$ cat src/rtl/usr_pkg.sv
// Shared definitions for the universal shift register: operation-select codes.
package usr_pkg;

  typedef logic [2:0] mode_t;

  localparam mode_t MODE_HOLD = 3'b000;
  localparam mode_t MODE_SHR  = 3'b001;
  localparam mode_t MODE_SHL  = 3'b010;
  localparam mode_t MODE_LOAD = 3'b011;
  localparam mode_t MODE_ROR  = 3'b100;
  localparam mode_t MODE_ROL  = 3'b101;
  localparam mode_t MODE_INV  = 3'b110;
  localparam mode_t MODE_RSVD = 3'b111;

endpackage

$ cat src/rtl/univ_shift_reg_sr_if.sv
// Control/data bus of the universal shift register, split into master/slave views.
interface univ_shift_reg_sr_if #(
  parameter int WIDTH = 8
);
  import usr_pkg::*;

  // No handshake: every control and data field is sampled on every rising clk edge.
  // The outputs are valid continuously and reflect the state after the last edge.
  logic             clr;
  logic             set;
  logic             en;
  mode_t            mode;
  logic [WIDTH-1:0] d;
  logic             sin_r;
  logic             sin_l;
  logic [WIDTH-1:0] q;
  logic [WIDTH-1:0] q_n;
  logic             so_r;
  logic             so_l;

  modport master (
    output clr, set, en, mode, d, sin_r, sin_l,
    input  q, q_n, so_r, so_l
  );

  modport slave (
    input  clr, set, en, mode, d, sin_r, sin_l,
    output q, q_n, so_r, so_l
  );

endinterface

$ cat src/rtl/usr_cell.sv
// One register bit: mode mux plus a D flip-flop with reset > clr > set > en priority.
module usr_cell
  import usr_pkg::*;
#(
  parameter logic INIT_BIT = 1'b0
) (
  input  logic  clk,
  input  logic  i_reset,
  input  logic  i_clr,
  input  logic  i_set,
  input  logic  i_en,
  input  mode_t i_mode,
  input  logic  i_d,
  input  logic  i_from_left,
  input  logic  i_from_right,
  output logic  o_q
);

  logic r_q;
  logic w_next;

  // from_left feeds right-moving ops, from_right feeds left-moving ops.
  always_comb begin
    w_next = r_q;
    case (i_mode)
      MODE_HOLD: w_next = r_q;
      MODE_SHR:  w_next = i_from_left;
      MODE_SHL:  w_next = i_from_right;
      MODE_LOAD: w_next = i_d;
      MODE_ROR:  w_next = i_from_left;
      MODE_ROL:  w_next = i_from_right;
      MODE_INV:  w_next = ~r_q;
      MODE_RSVD: w_next = r_q;
      default:   w_next = r_q;
    endcase
  end

  always_ff @(posedge clk) begin
    if (i_reset)      r_q <= INIT_BIT;
    else if (i_clr)   r_q <= 1'b0;
    else if (i_set)   r_q <= 1'b1;
    else if (i_en)    r_q <= w_next;
  end

  assign o_q = r_q;

endmodule

$ cat src/rtl/univ_shift_reg_sr.sv
// WIDTH-bit universal shift register: load, shift/rotate both ways, invert, set/clear.
module univ_shift_reg_sr
  import usr_pkg::*;
#(
  parameter int               WIDTH = 8,
  parameter logic [WIDTH-1:0] INIT  = '0
) (
  input  logic               clk,
  input  logic               reset,
  univ_shift_reg_sr_if.slave bus
);

  logic [WIDTH-1:0] w_q;
  logic [WIDTH-1:0] w_from_left;
  logic [WIDTH-1:0] w_from_right;

  // End bits take the serial input on a shift and the opposite end bit on a rotate.
  genvar i;
  generate
    for (i = 0; i < WIDTH; i++) begin : g_bit
      if (i == WIDTH - 1) begin : g_msb
        assign w_from_left[i] = (bus.mode == MODE_ROR) ? w_q[0] : bus.sin_r;
      end else begin : g_mid_l
        assign w_from_left[i] = w_q[i+1];
      end

      if (i == 0) begin : g_lsb
        assign w_from_right[i] = (bus.mode == MODE_ROL) ? w_q[WIDTH-1] : bus.sin_l;
      end else begin : g_mid_r
        assign w_from_right[i] = w_q[i-1];
      end

      usr_cell #(
        .INIT_BIT (INIT[i])
      ) u_cell (
        .clk          (clk),
        .i_reset      (reset),
        .i_clr        (bus.clr),
        .i_set        (bus.set),
        .i_en         (bus.en),
        .i_mode       (bus.mode),
        .i_d          (bus.d[i]),
        .i_from_left  (w_from_left[i]),
        .i_from_right (w_from_right[i]),
        .o_q          (w_q[i])
      );
    end
  endgenerate

  assign bus.q    = w_q;
  assign bus.q_n  = ~w_q;
  assign bus.so_r = w_q[0];
  assign bus.so_l = w_q[WIDTH-1];

endmodule

$ cat src/flat_wrapper.sv
// flat-port wrapper written by rule: the top's interface ports become plain ports
module univ_shift_reg_sr_flat import usr_pkg::*;
#(
  parameter int               WIDTH = 8,
  parameter logic [WIDTH-1:0] INIT  = '0
)
  (clk, reset, bus_clr, bus_set, bus_en, bus_mode, bus_d, bus_sin_r, bus_sin_l, bus_q, bus_q_n, bus_so_r, bus_so_l);
  univ_shift_reg_sr_if #(.WIDTH(WIDTH)) bus_i ();
  input  logic clk;
  input  logic reset;
  input wire logic [$bits(bus_i.clr)-1:0] bus_clr;
  input wire logic [$bits(bus_i.set)-1:0] bus_set;
  input wire logic [$bits(bus_i.en)-1:0] bus_en;
  input wire logic [$bits(bus_i.mode)-1:0] bus_mode;
  input wire logic [$bits(bus_i.d)-1:0] bus_d;
  input wire logic [$bits(bus_i.sin_r)-1:0] bus_sin_r;
  input wire logic [$bits(bus_i.sin_l)-1:0] bus_sin_l;
  output wire logic [$bits(bus_i.q)-1:0] bus_q;
  output wire logic [$bits(bus_i.q_n)-1:0] bus_q_n;
  output wire logic [$bits(bus_i.so_r)-1:0] bus_so_r;
  output wire logic [$bits(bus_i.so_l)-1:0] bus_so_l;
  assign bus_i.clr = bus_clr;
  assign bus_i.set = bus_set;
  assign bus_i.en = bus_en;
  assign bus_i.mode = bus_mode;
  assign bus_i.d = bus_d;
  assign bus_i.sin_r = bus_sin_r;
  assign bus_i.sin_l = bus_sin_l;
  assign bus_q = bus_i.q;
  assign bus_q_n = bus_i.q_n;
  assign bus_so_r = bus_i.so_r;
  assign bus_so_l = bus_i.so_l;
  univ_shift_reg_sr #(.WIDTH(WIDTH), .INIT(INIT)) u_core (.clk(clk), .reset(reset), .bus(bus_i));
endmodule
$ cat config.mk
export PLATFORM = sky130hd
export DESIGN_NAME = univ_shift_reg_sr_flat
export DESIGN_NICKNAME = d
export VERILOG_FILES = /design/src/rtl/usr_pkg.sv /design/src/rtl/univ_shift_reg_sr_if.sv /design/src/rtl/usr_cell.sv /design/src/rtl/univ_shift_reg_sr.sv /design/src/flat_wrapper.sv
export SDC_FILE = /design/constraint.sdc
export NUM_CORES = 1
export LEC_CHECK = 0
export ABC_CLOCK_PERIOD_IN_PS = 1400
export CORE_MARGIN = 2
export CORE_UTILIZATION = 37
export DETAILED_ROUTE_END_ITERATION = 16
export PLACE_DENSITY_LB_ADDON = 0.15
export SYNTH_ARGS = -nofsm -noshare
export SYNTH_HDL_FRONTEND = slang
export SYNTH_SLANG_ARGS = --single-unit
$ cat constraint.sdc
create_clock -name clk -period 1.4 [get_ports clk]
set_input_delay 0.42 -clock clk [delete_from_list [all_inputs] [get_ports clk]]
set_output_delay 0.42 -clock clk [all_outputs]
set_load 0.02 [all_outputs]
== Word level (Yosys, flattened, before mapping) ==
Cells that the tools add are included.

* Register bits: 8
* Bits in latches: 0
* RAM bits: 0
* Memory bits (read-only): 0
* Bits of input ports: 18
* Output and inout bits: 18
* Logic and storage cells: 58
* Memories: 0

* Add/sub/neg operators: 0
* $mul: 0
* Div/mod/pow operators: 0
* $lt $le $gt $ge: 0
* Equal/unequal tests: 8
* Shift operators: 0
* Mux-type cells: 26
* Bitwise operators: 9
* Reduce and logical (&&, ||, !) cells: 7

{| class="wikitable"
|+ Operators by type and width
! cell !! number
|-
| 1-bit one-hot mux with 4 select lines || 8
|-
| 1-bit 2-to-1 mux || 18
|-
| 3-bit == test, second input constant || 4
|-
| 1-bit inverter || 8
|-
| 8-bit inverter || 1
|-
| 2-bit OR reduction || 4
|-
| 3-bit by 2-bit == test with 1-bit output, second input constant || 2
|-
| 3-bit by 1-bit == test with 1-bit output, second input constant || 1
|-
| 3-bit logical NOT || 1
|-
| 2-bit by 1-bit inequality test with 1-bit output, second input constant || 1
|-
| 2-bit AND reduction || 1
|-
| 2-bit nonzero test || 1
|}

== Longest topological paths before layout ==
Gate-level depths: netlist of run 1.

* Word-level depth: 5
* Gate-level depth with buffers: 5
* Mapped depth without buffers: 4

== Modules after synthesis ==
From an unflattened synthesis of run 1, not the netlist that was laid out.

* Cells, all modules: 156
* Area, all modules: 1237.4 um2

{| class="wikitable"
|+ By module, submodules not included
! module !! instances !! cells an instance !! area each (um2) !! sequential area each (um2)
|-
| usr_cell || 8 || 17 || 137.6 || 20.0
|-
| univ_shift_reg_sr || 1 || 20 || 136.4 || 0.0
|}

== Least setup slack after synthesis of run 1 ==
OpenSTA, ideal clock, no wires.

* Path type: input-to-reg
* Start point: input port bus_set
* End point: register u_core.g_bit[2].u_cell.r_q
* Setup time: 0.122 ns
* Arrival time: 1.271 ns
* Data required time: 1.278 ns
* Slack: 0.007 ns
* Stages: 5
* Buffers on the path: 1
* Cell sequence: clkbuf_1 nand2b_1 a211oi_2 nand4_1 o311a_1

* Word-level cells in the longest chain between the ends: 2
* Elaborated cells on any way between the ends: 4
* Those cells by class: 1 x eq/ne; 1 x mux; 2 x reduce/logical

{| class="wikitable"
|+ Ends and longest elaborated chain
! element !! line !! RTL
|-
| from (decl) || flat_wrapper.sv:12 || <nowiki>input wire logic [$bits(bus_i.set)-1:0] bus_set;</nowiki>
|-
| 2-bit by 1-bit inequality test with 1-bit output (no line) / 2-bit nonzero test (equally long branches) || -- ||
|-
| 2-bit AND reduction (no line) || -- ||
|-
| to (signal assigned) || usr_cell.sv:42 || <nowiki>else if (i_en) r_q <= w_next;</nowiki>
|-
| to (decl) || usr_cell.sv:19 || <nowiki>logic r_q;</nowiki>
|}

Several ways; a longest one is shown, not always the timed one.
A chain may end at the register's enable or synchronous reset.

== Worst setup path after layout of run 1 ==
* Start point: register u_core.g_bit[7].u_cell.r_q
* End point: output port bus_q[7]

{| class="wikitable"
|+ RTL lines
! element !! line !! RTL
|-
| from (decl) || usr_cell.sv:19 ||
|-
| from (signal assigned) || usr_cell.sv:42 ||
|-
| to (decl) || flat_wrapper.sv:18 || <nowiki>output wire logic [$bits(bus_i.q)-1:0] bus_q;</nowiki>
|}

No word-level cell between the ends.

==> results of run 1 <==
## cells by family after synthesis
family                    Yosys count  synth area share
xor gates and xnor gates            1            0.0197
AOI/OAI and AO/OA                  37             0.391
buffers and inverters              24             0.171
and+or+nand+nor                    22             0.200
muxes                               2            0.0242
DFF                                 8             0.194
## synthesized netlist by cell type (2+ instances only)
cell type / number
buf_2: 2
and3_1: 2
o21ai_0: 6
buf_4: 9
o311a_1: 7
nor2b_1: 3
a32oi_1: 6
inv_1: 10
a22oi_1: 3
mux2i_1: 2
nand4_1: 3
o221ai_1: 2
and2_1: 2
nand2b_1: 2
buf_6: 2
a211oi_1: 4
a31oi_1: 2
dfxtp_1: 8
## power groups by stage
| stage | combinational, mW | sequential (mW) | clock (mW) |
|---|---|---|---|
| final | 0.387 | 0.256 | 0.171 |
| after global routing | 0.413 | 0.259 | 0.193 |
| after CTS | 0.381 | 0.256 | 0.178 |
| after detailed placement | 0.375 | 0.260 | 0 |
| after global placement | 0.371 | 0.260 | 0 |
| after floorplan | 0.192 | 0.266 | 0 |
## worst max path at each step
stage          depth (start not counted)                                       to  slack, ns
3_3_place_gp                           6  u_core.g_bit[6].u_cell.o_q$_SDFFE_PP0P_      -0.62
6_report                               1                                 bus_q[7]       0.03
4_1_cts                                1                                 bus_so_r      0.003
2_1_floorplan                          5  u_core.g_bit[2].u_cell.o_q$_SDFFE_PP0P_      0.007
5_1_grt                                1                                 bus_q[7]     -0.005
3_5_place_dp                           6  u_core.g_bit[1].u_cell.o_q$_SDFFE_PP0P_      -0.60
## area by class of cell
type / instances / area (um2)
Sequential cell: 8 / 164
Timing Repair Buffer: 65 / 528
Inverter: 10 / 37.5
Fill cell: 204 / 803
Clock buffer: 3 / 22.5
Tap cell: 28 / 35.0
Multi-Input combinational cell: 62 / 579
## repair_timing
action                                  4_1_cts  5_1_grt
endpoints found under the setup margin       26       25
buffers inserted                              4        1
hold buffers                                  0        0
pin swaps                                     6       14
gates cloned                                  0        0
resized for setup                            51       31
## layer usage
layer | global-route usage | vias to the layer above | share of wire
met5 | 0 | - | 0
met4 | 0.0526 | 0 | 0.0072
met3 | 0.0234 | 2 | 0.063
met1 | 0.286 | 462 | 0.43
met2 | 0.383 | 47 | 0.50
li1 | - | 470 | -
==> results.tsv, run 1 <==
stage	metric	value	unit
cells_and_area	most frequent cells in the layout	26 x buf_4, 10 x inv_1, 10 x clkdlybuf4s50_1	
power_and_ir_drop	sw frac	0.345	
worst_setup_path	Worst setup EP type	primary output	
cts	worst-skew pair later-pin latency	0.25	ns
sta	count of pins over their slew limit	0	
cells_and_area	Largest register FFs	8	
worst_setup_path	R2R Setup Slk	0.12	ns
yosys	Synth top area share	0.194	
cts	CTS H-tree lvls	1	
yosys	EDFF count, synth	0	
yosys	Synth Flop Type	dfxtp_1	
cells_and_area	number of diodes	0	
placement	Port Buf Inserts	35	
sta	Layout Skew	0.00157	ns
cells_and_area	Non-Filler Instances	176	
sta	Slew HR	0.805	
floorplan	DIE AREA	0.00263	mm2
route	First-pass DRT Iterations	4	
outcome	outcome	finished clean	
yosys	Post-Syn Nets	112	
route	Routed WL per cell	15.0	um
cells_and_area	end-of-flow core utilization	0.630	
grt	total grt overflow	0	
worst_hold_path	WHS Endpoint	u_core.g_bit[7].u_cell.o_q$_SDFFE_PP0P_	
cts	CTS tree	built	
worst_setup_path	critical path class	reg2out	
worst_hold_path	hold path startpoint	u_core.g_bit[7].u_cell.o_q$_SDFFE_PP0P_	
yosys	fraction of registers with async set/reset	0	
yosys	Yosys cell types	37	
yosys	Avg Cell Area, Syn	8.79	um2
cells_and_area	commonest non-fill, non-tap cell in the layout	buf_4	
sta	Worst Tran Pin Value	0.292	ns
power_and_ir_drop	combinational share of power	0.476	
placement	RePlAce Congestion	0.824	
job	Max Cap Violations	0	
sta	worst hold slack	0.551	ns
route	via count	981	
worst_setup_path	worst-path fanout max	5	
grt	initial antenna violation count	0	
worst_hold_path	Hold Path Class	reg2reg	
route	First DRT Iteration DRCs	39	
power_and_ir_drop	Tot Pwr	815	uW
placement	pre-CTS setup slack	-0.604	ns
worst_setup_path	Worst path slowest cell	dfxtp_2	
placement	placed cell area	0.00129	mm2
cts	Worst-path clk slew	0.05	ns
power_and_ir_drop	pwr/cell area	596	mW/mm2
cells_and_area	layout cells sized above 1	0.446	
power_and_ir_drop	Clock power frac	0.210	
cts	clk root buf	clkbuf_4	
worst_setup_path	Critical Path Source Type	register	
grt	largest net degree at the start of global routing	9	
power_and_ir_drop	power share of the sequential group	0.315	
yosys	Seq/Total Area, Yosys	0.194	
worst_hold_path	Hold Crit Depth	1	
worst_setup_path	Critical R2R Launch	u_core.g_bit[0].u_cell.o_q$_SDFFE_PP0P_	
cells_and_area	post-route cell area	0.00137	mm2
floorplan	die width	51.2	um
placement	DPL Wire Length	1.99	mm
placement	Cell Count Post-Placement	168	
floorplan	IO Count	36	
cts	Max clock buf depth	2	
power_and_ir_drop	switching power total	281	uW
grt	GRT Resource Usage Total	0.218	
sta	final hold violation count	0	
cts	CTS buffer count	3	
worst_setup_path	logic depth of the worst register-to-register path	5	
worst_setup_path	Worst R2R End	u_core.g_bit[7].u_cell.o_q$_SDFFE_PP0P_	
worst_setup_path	Worst Path Buf+Inv	1	
floorplan	CORE AREA	0.00217	mm2
cts	clock sinks	8	
floorplan	initial core utilization	0.381	
route	drt drc	0	
worst_setup_path	CP cell instances	dlygate4sd2_1	
worst_setup_path	crit path launch	u_core.g_bit[7].u_cell.o_q$_SDFFE_PP0P_	
sta	Final Cycle Share	0.976	
worst_setup_path	CP delay by family, top	flip-flops	
sta	f_max	732	MHz
worst_setup_path	Critical Path Max Stage Delay	0.36	ns
power_and_ir_drop	internal power	534	uW
yosys	Syn Inst Count	94	
worst_setup_path	Worst EP required	0.98	ns
floorplan	Cell Rows	17	
sta	Tmin final	1.37	ns
power_and_ir_drop	maximum VDD drop	0.000601	V
route	routed vias/inst	5.57	
sta	unrepaired setup endpoints after global routing	true	
sta	setup ws final	0.0331	ns
route	DRT antenna net count	0	
sta	# setup viols final	0	
cells_and_area	area grow syn2layout	65.5	%
grt	vias in the first global route	955	
power_and_ir_drop	static leakage	0.595	nW
yosys	Synth Register Bits	8	
yosys	synth warn	0	
route	WL final	2.64	mm
sta	setup tns final	0	ns
grt	first-pass GRT wire length	4.35	mm
worst_setup_path	Worst Path Arrival	0.95	ns
yosys	main area contributors after synthesis	dfxtp_1 19%, o311a_1 8.5%, buf_4 8.2%, a32oi_1 6.4%, inv_1 4.5%	
yosys	Cell Area, Synth	826	um2
cells_and_area	Nets	168	
floorplan	Die H	51.2	um
yosys	area leader, netlist	dfxtp_1	
Power figures use the tool's default switching activity.
==> inputs of run 2 (changes only) <==
--- a/config.mk
+++ b/config.mk
@@ -10,6 +10,7 @@
 export CORE_UTILIZATION = 37
 export DETAILED_ROUTE_END_ITERATION = 16
 export PLACE_DENSITY_LB_ADDON = 0.15
+export SLEW_MARGIN = 10
 export SYNTH_ARGS = -nofsm -noshare
 export SYNTH_HDL_FRONTEND = slang
 export SYNTH_SLANG_ARGS = --single-unit
==> results of run 2 <==
The final DEF is identical to that of run 1; final timing and power are the same.
